==> src/rtl/ms_elastic_pipe.sv <==
`timescale 1ns/1ps
`default_nettype none
// ============================================================================
// ms_elastic_pipe : WIDTH x DEPTH valid/ready register pipeline, bubbles collapse
// Revision: 1.0
// ============================================================================
module ms_elastic_pipe #(
    parameter  int WIDTH = 8,
    parameter  int DEPTH = 4,
    localparam int CW    = $clog2(DEPTH + 1)
) (
    input  logic             clk,
    input  logic             rst,
    input  logic             flush,
    input  logic             in_valid,
    input  logic [WIDTH-1:0] in_data,
    output logic             in_ready,
    output logic             out_valid,
    output logic [WIDTH-1:0] out_data,
    input  logic             out_ready,
    output logic             master_valid,
    output logic [WIDTH-1:0] master_data,
    output logic [CW-1:0]    count
);

    logic [DEPTH-1:0] r_v;
    logic [WIDTH-1:0] r_d [DEPTH];
    logic [CW-1:0]    r_count;
    logic [DEPTH-1:0] w_adv;
    logic             w_accept;
    logic             w_pop;

    // Advance resolves from the slave stage back toward the master stage.
    always_comb begin
        w_adv          = '0;
        w_adv[DEPTH-1] = r_v[DEPTH-1] & out_ready;
        for (int i = DEPTH - 2; i >= 0; i--) begin
            w_adv[i] = r_v[i] & (~r_v[i+1] | w_adv[i+1]);
        end
    end

    assign in_ready     = ~flush & (~r_v[0] | w_adv[0]);
    assign w_accept     = in_valid & in_ready;
    assign w_pop        = r_v[DEPTH-1] & out_ready;
    assign out_valid    = r_v[DEPTH-1];
    assign out_data     = r_d[DEPTH-1];
    assign master_valid = r_v[0];
    assign master_data  = r_d[0];
    assign count        = r_count;

    always_ff @(posedge clk or negedge rst) begin
        if (!rst) begin
            r_v     <= '0;
            r_count <= '0;
            for (int i = 0; i < DEPTH; i++) begin
                r_d[i] <= '0;
            end
        end else if (flush) begin
            // Data is left stale; only the valids and the count are cleared.
            r_v     <= '0;
            r_count <= '0;
        end else begin
            if (w_accept) begin
                r_v[0] <= 1'b1;
                r_d[0] <= in_data;
            end else if (w_adv[0]) begin
                r_v[0] <= 1'b0;
            end
            for (int i = 1; i < DEPTH; i++) begin
                if (w_adv[i-1]) begin
                    r_v[i] <= 1'b1;
                    r_d[i] <= r_d[i-1];
                end else if (w_adv[i]) begin
                    r_v[i] <= 1'b0;
                end
            end
            r_count <= r_count + CW'(w_accept) - CW'(w_pop);
        end
    end

endmodule
`default_nettype wire

==> config.mk <==
export PLATFORM = sky130hd
export DESIGN_NAME = ms_elastic_pipe
export DESIGN_NICKNAME = d
export VERILOG_FILES = /design/src/rtl/ms_elastic_pipe.sv
export SDC_FILE = /design/constraint.sdc
export NUM_CORES = 1
export LEC_CHECK = 0
export ABC_AREA = 1
export BUFFER_PORTS_ARGS = -buffer_cell sky130_fd_sc_hd__buf_4
export CORE_ASPECT_RATIO = 1.5
export CORE_MARGIN = 2
export CORE_UTILIZATION = 50
export CTS_BUF_LIST = sky130_fd_sc_hd__clkbuf_2 sky130_fd_sc_hd__clkbuf_4 sky130_fd_sc_hd__clkbuf_8
export DETAILED_ROUTE_END_ITERATION = 8
export PLACE_DENSITY = 0.76
export SLEW_MARGIN = 5
export SYNTH_ARGS = -nofsm -noshare
export SYNTH_HDL_FRONTEND = slang
export SYNTH_SLANG_ARGS = --single-unit
export TNS_END_PERCENT = 1
==> constraint.sdc <==
create_clock -name clk -period 2 [get_ports clk]
set_input_delay 0.4 -clock clk [delete_from_list [all_inputs] [get_ports clk]]
set_output_delay 0.4 -clock clk [all_outputs]
set_load 0.005 [all_outputs]
==> flow_metrics.env <==
export IMPL_run_status="complete, no violations"
export IMPL_avgSynthCellArea_um2=10.0
export IMPL_timing_final_setup_violations=0
export IMPL_drtAntennaViolNets=0
export IMPL_final_common_cell="sky130_fd_sc_hd__buf_4"
export IMPL_clock_tree_buffer_depth=2
export IMPL_place_port_buffers=34
export IMPL_floorplan_initialDensity_pct=52.6
export IMPL_setup_worst_path_class="reg -> reg"
export IMPL_seq_area_frac_synth_pct=53.8
export IMPL_detailedRoute_firstPassIterationCount=4
export IMPL_drive_gt1_share_pct=31.4
export IMPL_drtIter0Drc=22
export IMPL_seq_power_share_pct=47.2
export IMPL_fillerInstances=312
export IMPL_worst_r2r_path_depth=11
export IMPL_ys_warn_count=0
export IMPL_final_min_clock_period_ps=1860
export IMPL_fmaxAchievable_mhz=538
export IMPL_p_sw_share_pct=23.5
export IMPL_synth_seq_cells=39
export IMPL_grt_max_degree=40
export IMPL_mappedNetlistArea_mm2=0.00182
export IMPL_timing_final_crit_share_pct=92.9
export IMPL_cts_tree="yes"
export IMPL_total_i_o_pin_count=35
export IMPL_slew_limit_headroom_pct=68.0
export IMPL_root_buffer="sky130_fd_sc_hd__clkbuf_8"
export IMPL_vias_in_the_first_global_route=1065
export IMPL_die_width_um=53.2
export IMPL_grt_first_pass_wirelength_mm=4.77
export IMPL_rrSetupSlack_ps=140
export IMPL_grt_antenna_before_repair=0
export IMPL_switching_power_mw=0.504
export IMPL_core_area_mm2=0.00345
export IMPL_launching_element_type_of_the_critical_path="flop"
export IMPL_post_place_cells=240
export IMPL_most_used_cells_in_the_layout_excluding_fill_and_tap_cells="40 x sky130_fd_sc_hd__buf_4, 39 x sky130_fd_sc_hd__dfrtp_1, 34 x sky130_fd_sc_hd__nand2_1"
export IMPL_routability_congestion_estimate_from_global_placement=0.687
export IMPL_rsz0062_at_grt="false"
export IMPL_die_area_mm2=0.00414
export IMPL_syn_nets=197
export IMPL_finalNetCount=222
export IMPL_post_route_cell_area_mm2=0.00212
export IMPL_clock_skew_final_ps=4.00
export IMPL_via_per_inst=4.63
export IMPL_cts_htree_levels=2
export IMPL_critPathRequiredTime_ps=2180
export IMPL_timing_rr_end="count[2]"
export IMPL_startpoint="r_v[3]"
export IMPL_arrival_ps=2040
export IMPL_internal_power_mw=1.64
export IMPL_detail_route_wirelength_mm=2.79
export IMPL_worstHoldPathType="in -> async"
export IMPL_share_clk_of_total_power_pct=36.0
export IMPL_cp_max_fo=2
export IMPL_maxCapViolations=0
export IMPL_met2_usage_pct=24.3
export IMPL_ys_types=26
export IMPL_antenna_diode_count=0
export IMPL_grtUsageTotal_pct=15.6
export IMPL_hold_violations=0
export IMPL_met1_usage_pct=19.3
export IMPL_finalMaxSlewViolations=0
export IMPL_clk_latency_ps=290
export IMPL_cts_clk_slew_worst_paths_ps=70
export IMPL_area_growth_synth_to_final_pct=16.9
export IMPL_final_cell_count_no_fill=249
export IMPL_detailed_place_area_mm2=0.00198
export IMPL_final_core_utilization_pct=61.5
export IMPL_gr_usage_met3_pct=5.19
export IMPL_gr_ovfl_total=0
export IMPL_die_height_um=77.8
export IMPL_numClockSinks=39
export IMPL_max_vdd_ir_drop_uv=771
export IMPL_p_leak_nw=1.11
export IMPL_post_synth_inst_count=181
export IMPL_worst_slew_pin_transition_ps=481
export IMPL_vias=1153
export IMPL_timing_critical_path_to_type="flop"
export IMPL_comb_power_share_pct=16.7
export IMPL_number_of_remaining_drc_errors=0
export IMPL_worstReg2RegStart="r_v[3]"
export IMPL_detailedPlacementHpwl_mm=2.03
export IMPL_powerDensity_mw_per_mm2=1010
export IMPL_most_utilized_layer_in_the_global_route_result="met2"
export IMPL_rows=26
export IMPL_timing_setup_tns_ps=0
export IMPL_ctsResizeCount=0
export IMPL_cts_buffers=5
export IMPL_route_detailed_wl_per_inst_um=11.2
[cells by family (layout without fill, tap and decap cells)]
group                      after synthesis  count (layout)  synth area share, %
and+or+nand+nor                         63              63                 17.6
buffers and inverters                   47              73                 16.0
DFF                                     39              39                 53.8
AOI/OAI and AO/OA                       27              27                 9.23
adders and majority gates                3               3                 2.48
xor gates and xnor gates                 2               2                0.965
[registers in the layout (all words and copies together) (netlist names)]
signal,cells
r_d,16
master_data,8
out_data,8
r_v,4
count,3
[cells in the mapped netlist, drive strengths merged]
| library cell | n | share of area (%) |
|---|---|---|
| nand4 | 9 | 3.4 |
| clkbuf | 2 | 0.48 |
| nand2 | 34 | 7.0 |
| xnor2 | 1 | 0.48 |
| buf | 20 | 10 |
| a21oi | 9 | 4.1 |
| nor2 | 15 | 3.8 |
| o31ai | 1 | 0.41 |
| inv | 25 | 5.4 |
| ha | 2 | 1.4 |
| o21ai | 17 | 4.7 |
| nand3 | 5 | 3.3 |
| fa | 1 | 1.1 |
| dfrtp | 39 | 54 |
| xor2 | 1 | 0.48 |
[metal layers]
layer	share of wire (%)	up-vias
met3	4.8	6
li1	-	607
met4	1.7	0
met2	50	29
met1	43	511
met5	0	-
[critical path, stage by stage, from the launching register on]
cell and delay, ps:
sky130_fd_sc_hd__dfrtp_1 350, sky130_fd_sc_hd__inv_1 70, sky130_fd_sc_hd__nor2_4 130, sky130_fd_sc_hd__nand4_4 110, sky130_fd_sc_hd__nand3_4 80, sky130_fd_sc_hd__ha_1 220, sky130_fd_sc_hd__inv_1 60, sky130_fd_sc_hd__ha_1 130
sky130_fd_sc_hd__inv_1 50, sky130_fd_sc_hd__fa_1 370, sky130_fd_sc_hd__xor2_1 140, sky130_fd_sc_hd__nor2_1 50
[cell type report]
cell class | count | area, um^2 | area share, %
multi-input cells | 95 | 558 | 26.3
repair buffers | 40 | 300 | 14.2
clock buffers | 6 | 76.3 | 3.60
well taps | 42 | 52.6 | 2.48
flip-flops and latches | 39 | 976 | 46.0
inverters | 25 | 98.8 | 4.66
clock inverters | 2 | 60.1 | 2.83
[power by group through the flow]
stage	sequential (mW)	clock (mW)	combinational (mW)
after floorplan	1.01	0	0.288
after global placement	1.02	0	0.354
after detailed placement	1.03	0	0.365
after CTS	1.01	0.796	0.367
after global routing	1.03	0.824	0.413
final	1.01	0.772	0.359
[through the flow]
step	hold WS (ps)	worst slack (ps)	power (mW)
finish	62.1	142	2.14
global route	92.8	3.46	2.27
CTS	78.6	77.9	2.18
detailed placement	399	-7.02	1.39
global placement	394	50.1	1.37
floorplan	104	41.3	1.30
[worst max path at each step]
stage               slack [ps]  depth (start not counted)       end
global placement            50                         11  count[2]
CTS                         80                         11  count[2]
floorplan                   40                         11  count[2]
detailed placement          -7                         11  count[2]
global route                 3                         11  count[2]
finish                     140                         11  count[2]
[repair_timing]
item	in CTS	in global routing
hold buffers	0	0
setup buffers	0	1
endpoints found under the setup margin	0	1
Power figures use the tool's default switching activity.
